File: src/rtl/hazard_ctrl_unit.sv
// Pipeline interlock controller: load-use stalls, mispredict flushes and ECALL halt drain.
// Optional perf counters (stall_cnt/flush_cnt) are built when HAZARD_PERF_CNT_EN is defined.
module hazard_ctrl_unit #(
  parameter int DRAIN_CYCLES = 3,
  parameter int CNT_W        = 32
) (
  input  logic       clk,
  input  logic       reset_n,
  input  logic [4:0] id_rs1,
  input  logic [4:0] id_rs2,
  input  logic       id_use_rs1,
  input  logic       id_use_rs2,
  input  logic [4:0] id_ex_rd,
  input  logic       id_ex_mem_read,
  input  logic       ex_branch_mispredict,
  input  logic       id_is_ecall,
  input  logic       id_halt_cond,
  output logic       pc_write,
  output logic       if_id_write,
  output logic       if_id_flush,
  output logic       id_ex_bubble,
  output logic       is_halted
`ifdef HAZARD_PERF_CNT_EN
  ,
  output logic [CNT_W-1:0] stall_cnt,
  output logic [CNT_W-1:0] flush_cnt
`endif
);

  localparam int DW = $clog2(DRAIN_CYCLES + 1);

  localparam logic [1:0] ST_RUN    = 2'd0;
  localparam logic [1:0] ST_DRAIN  = 2'd1;
  localparam logic [1:0] ST_HALTED = 2'd2;

  logic [1:0]    state, next_state;
  logic [DW-1:0] drain_cnt, next_drain_cnt;
  logic          load_use;
  logic          win_flush, win_stall;

  assign load_use = id_ex_mem_read && (id_ex_rd != 5'd0) &&
                    ((id_use_rs1 && (id_rs1 == id_ex_rd)) ||
                     (id_use_rs2 && (id_rs2 == id_ex_rd)));

  // Defaults are the freeze pattern shared by reset, DRAIN and HALTED.
  always_comb begin
    pc_write       = 1'b0;
    if_id_write    = 1'b0;
    if_id_flush    = 1'b1;
    id_ex_bubble   = 1'b1;
    is_halted      = 1'b0;
    next_state     = state;
    next_drain_cnt = drain_cnt;
    win_flush      = 1'b0;
    win_stall      = 1'b0;
    if (reset_n) begin
      case (state)
        ST_RUN: begin
          if (ex_branch_mispredict) begin
            pc_write    = 1'b1;
            if_id_write = 1'b1;
            win_flush   = 1'b1;
          end else if (load_use) begin
            if_id_flush = 1'b0;
            win_stall   = 1'b1;
          end else if (id_is_ecall && id_halt_cond) begin
            // The ECALL itself moves into ID/EX; younger fetches are squashed.
            id_ex_bubble   = 1'b0;
            next_state     = ST_DRAIN;
            next_drain_cnt = DW'(DRAIN_CYCLES - 1);
          end else begin
            pc_write     = 1'b1;
            if_id_write  = 1'b1;
            if_id_flush  = 1'b0;
            id_ex_bubble = 1'b0;
          end
        end
        ST_DRAIN: begin
          if (drain_cnt == '0) next_state = ST_HALTED;
          else                 next_drain_cnt = drain_cnt - DW'(1);
        end
        ST_HALTED: is_halted = 1'b1;
        default:   next_state = ST_RUN;
      endcase
    end
  end

  always_ff @(posedge clk) begin
    if (!reset_n) begin
      state     <= ST_RUN;
      drain_cnt <= '0;
    end else begin
      state     <= next_state;
      drain_cnt <= next_drain_cnt;
    end
  end

`ifdef HAZARD_PERF_CNT_EN
  function automatic logic [CNT_W-1:0] sat_inc(input logic [CNT_W-1:0] v);
    return (&v) ? v : v + CNT_W'(1);
  endfunction

  always_ff @(posedge clk) begin
    if (!reset_n) begin
      stall_cnt <= '0;
      flush_cnt <= '0;
    end else begin
      if (win_stall) stall_cnt <= sat_inc(stall_cnt);
      if (win_flush) flush_cnt <= sat_inc(flush_cnt);
    end
  end
`endif

endmodule

File: config.mk
export PLATFORM = sky130hd
export DESIGN_NAME = hazard_ctrl_unit
export DESIGN_NICKNAME = d
export VERILOG_FILES = /design/src/rtl/hazard_ctrl_unit.sv
export SDC_FILE = /design/constraint.sdc
export NUM_CORES = 1
export LEC_CHECK = 0
export CAP_MARGIN = 20
export CORE_AREA = 2 2 39 41
export DETAILED_ROUTE_END_ITERATION = 6
export DIE_AREA = 0 0 41 43
export PLACE_DENSITY_LB_ADDON = 0.25
export SYNTH_ARGS = -nofsm -noshare
export SYNTH_HDL_FRONTEND = slang
export SYNTH_SLANG_ARGS = --single-unit
File: constraint.sdc
create_clock -name clk -period 3.4 [get_ports clk]
set_input_delay 1.02 -clock clk [delete_from_list [all_inputs] [get_ports clk]]
set_output_delay 1.02 -clock clk [all_outputs]
set_load 0.005 [all_outputs]
==> summary.txt <==
Setup path
  – Critical path arrival: 2330 ps
  – CP endpoint kind: output pin
  – CP max FO: 3
  – CP Launch Type: primary input
  – Crit path required time: 2380 ps
  – Crit path kind: in -> out

Clock tree
  – CTS Buf Count: 3
  – CTS Sinks: 4
  – CTS H-tree depth: 1
  – Clock root cell: clkbuf_4
  – CTS tree: yes
  – CTS clk-pin slew, worst paths: 30 ps
  – Buffer depth of the longest clock path: 2
  – Worst skew pair latency: 230 ps

GRT
  – Congestion Overflow GR: 0
  – Gr busiest metal: met2
  – Grt met1 use: 14.42%
  – First-pass GRT wire length: 1.780 mm
  – Global Route met3 Usage: 5.236%
  – Number of global-route vias before repair: 503
  – Largest net degree at the start of global routing: 11
  – Initial antenna violation count: 0
  – Routing usage on met2: 26.56%
  – Gr usage total: 14.64%

Timing
  – Hold Vio Cnt, Final: 0
  – Worst slew pin tran: 274.4 ps
  – Worst slew margin: 81.68%
  – Setup TNS: 0 ps
  – Slew Limit Fails: 0
  – Period utilization: 98.63%
  – Setup Skew: 5.711 ps
  – Fin crit period: 3353 ps
  – Final Hold Slack: 537.4 ps
  – Max Clock Freq: 298.2 MHz
  – Worst Slack Setup Final: 46.68 ps
  – Final setup vio count: 0

Floorplanning
  – Die height: 43 µm
  – # IOs: 28
  – Rows: 14
  – Core outline area: 0.001384 mm²
  – Die width: 41 µm
  – Initial Utilization: 31.01%
  – DIE AREA: 0.001763 mm²

Logic synthesis
  – #FFs+latches synth: 4
  – Avg Cell Area, Syn: 7.664 µm²
  – Synth unique cells: 29
  – Post-synthesis net count: 80
  – Mapped Area: 429.2 µm²
  – Synth warn: 0
  – Cells after Synth: 56
  – Register area share after synthesis: 18.66%

Routing
  – Drc violations: 0
  – DR vias: 551
  – Initial DRC count: 3
  – Routed WL per cell: 9.983 µm
  – Antenna Violating Nets Remaining: 0
  – 1st-pass router iterations: 3
  – Final WL: 1.148 mm
  – Vias per cell: 4.791

Power and ir drop
  – Switching Share: 25.54%
  – Power Dens Cells: 214.0 mW/mm²
  – Switch Pwr: 48.06 µW
  – Leakage: 0.4219 nW
  – Part of the power in registers: 27.1%
  – Pint: 140.1 µW
  – Worst vdd ir: 117.1 µV
  – Total power: 188.2 µW
  – Combinational Power Share: 42.5%
  – Clock power frac: 30.4%

Finish
  – Fin nets: 125
  – Fin util: 63.56%
  – Fillcell total: 129
  – Multi-input logic area: 352.8 µm²
  – Ratio of cells with drive above 1 in the final layout: 28.28%
  – # diodes: 0
  – Sequential Area: 80.08 µm²
  – Synth-to-Final Area Change: 105.0%

Placed design
  – Port Buffers: 27
  – Worst slack, placed: -554.0 ps
  – GPL Wtd Cong: 0.6734
  – Post-detail-place hpwl: 1.011 mm

Outcome
  – Status: finished clean

Min path
  – Hold Crit Class: reg -> reg

Run
  – Total of max-cap violations: 0
## flip-flops by register name (all words and copies together) (netlist names)
| name | flops |
|---|---|
| state | 2 |
| drain_cnt | 2 |
## power by group through the flow
stage	Sequential [mW]	Clock, mW	Combinational [mW]
finish	0.0510	0.0573	0.0800
global route	0.0514	0.0621	0.0877
floorplan	0.0505	0	0.0298
global placement	0.0515	0	0.0789
detailed placement	0.0516	0	0.0803
CTS	0.0509	0.0607	0.0799
## cell type report
cell class	count	area share, %
inverters	5	2.134
flip-flops and latches	4	9.104
multi-input cells	45	40.11
clock buffers	3	2.560
repair buffers	42	43.81
well taps	16	2.276
## worst paths after layout
kind	to	cells after the start	slack [ps]	startpoint
worst max-delay path	pc_write	6	50	id_ex_rd[3]
worst min-delay path	drain_cnt[1]$_SDFFE_PN0P_	2	540	drain_cnt[1]$_SDFFE_PN0P_
worst min register to register	drain_cnt[1]$_SDFFE_PN0P_	2	540	drain_cnt[1]$_SDFFE_PN0P_
worst max register to register	drain_cnt[0]$_SDFFE_PN0P_	5	2040	drain_cnt[0]$_SDFFE_PN0P_
## cell usage after synthesis
cell type / instances / area, µm²
nand3_1: 1 / 5.000
clkbuf_1: 1 / 3.750
a32o_1: 1 / 10.01
and2_1: 1 / 6.260
a21bo_2: 1 / 10.01
a21o_1: 1 / 7.510
nor3b_1: 1 / 7.510
xnor2_1: 10 / 87.58
a22o_1: 1 / 8.760
and3b_1: 1 / 8.760
nand2_1: 3 / 11.26
buf_4: 1 / 7.510
nor3_1: 2 / 10.01
nor2_1: 2 / 7.510
dfxtp_1: 4 / 80.08
o21ai_0: 2 / 10.01
nand2b_1: 2 / 12.51
o21a_2: 1 / 8.760
ha_1: 1 / 12.51
o22ai_1: 1 / 6.260
nand4bb_1: 1 / 11.26
inv_1: 5 / 18.77
a21boi_0: 1 / 7.510
a21oi_1: 1 / 5.000
a31oi_1: 4 / 25.02
o211ai_1: 1 / 7.510
nand4_1: 3 / 18.77
or3_1: 1 / 6.260
or4_1: 1 / 7.510
## what timing repair did
| action | CTS | global route |
|---|---|---|
| setup buffers | 2 | 0 |
| setup endpoints to repair | 4 | 4 |
| endpoints found under the hold margin | 0 | 0 |
| resized for setup | 24 | 13 |
| hold buffers | 0 | 0 |
| pin swaps | 3 | 11 |
## cell families (layout without fill, tap and decap cells)
| kind of cell | Yosys count | after routing | share of synthesized area [%] |
|---|---|---|---|
| simple gates | 19 | 19 | 26.24 |
| fa+ha+maj | 1 | 1 | 2.915 |
| xor+xnor | 10 | 10 | 20.41 |
| flops | 4 | 4 | 18.66 |
| compound gates | 15 | 15 | 24.78 |
| buf+inv | 7 | 50 | 6.997 |
## layout by cell type, fill, tap and decap left out, drive strengths merged, types with 2 or more instances in the layout
cell / instances
inv: 5
dlymetal6s2s: 7
a31oi: 4
nor2: 2
dlygate4sd2: 2
dfxtp: 4
clkdlybuf4s50: 11
nand4: 3
clkdlybuf4s15: 3
buf: 18
o21ai: 2
nor3: 2
nand2b: 2
clkbuf: 4
xnor2: 10
nand2: 3
## critical path: stages
cell and delay, ps:
dlygate4sd2_1 240, or4_1 460, o21a_2 220, buf_6 120
a31oi_4 140, buf_2 130
## per-stage QoR
| stage | area, µm² | cells |
|---|---|---|
| 2_1_floorplan | 429.2 | 56 |
| 3_3_place_gp | 805.8 | 110 |
| 3_5_place_dp | 805.8 | 110 |
| 4_1_cts | 843.3 | 115 |
| 5_1_grt | 879.6 | 115 |
| 6_report | 879.6 | 115 |
## per-layer routing
metal  up-vias  share of wire [%]
met5         -                  0
met3         0                5.1
met2        19                 56
met1       239                 39
met4         0                  0
li1        293                  -
No activity file was read; power rests on OpenSTA's default activity.
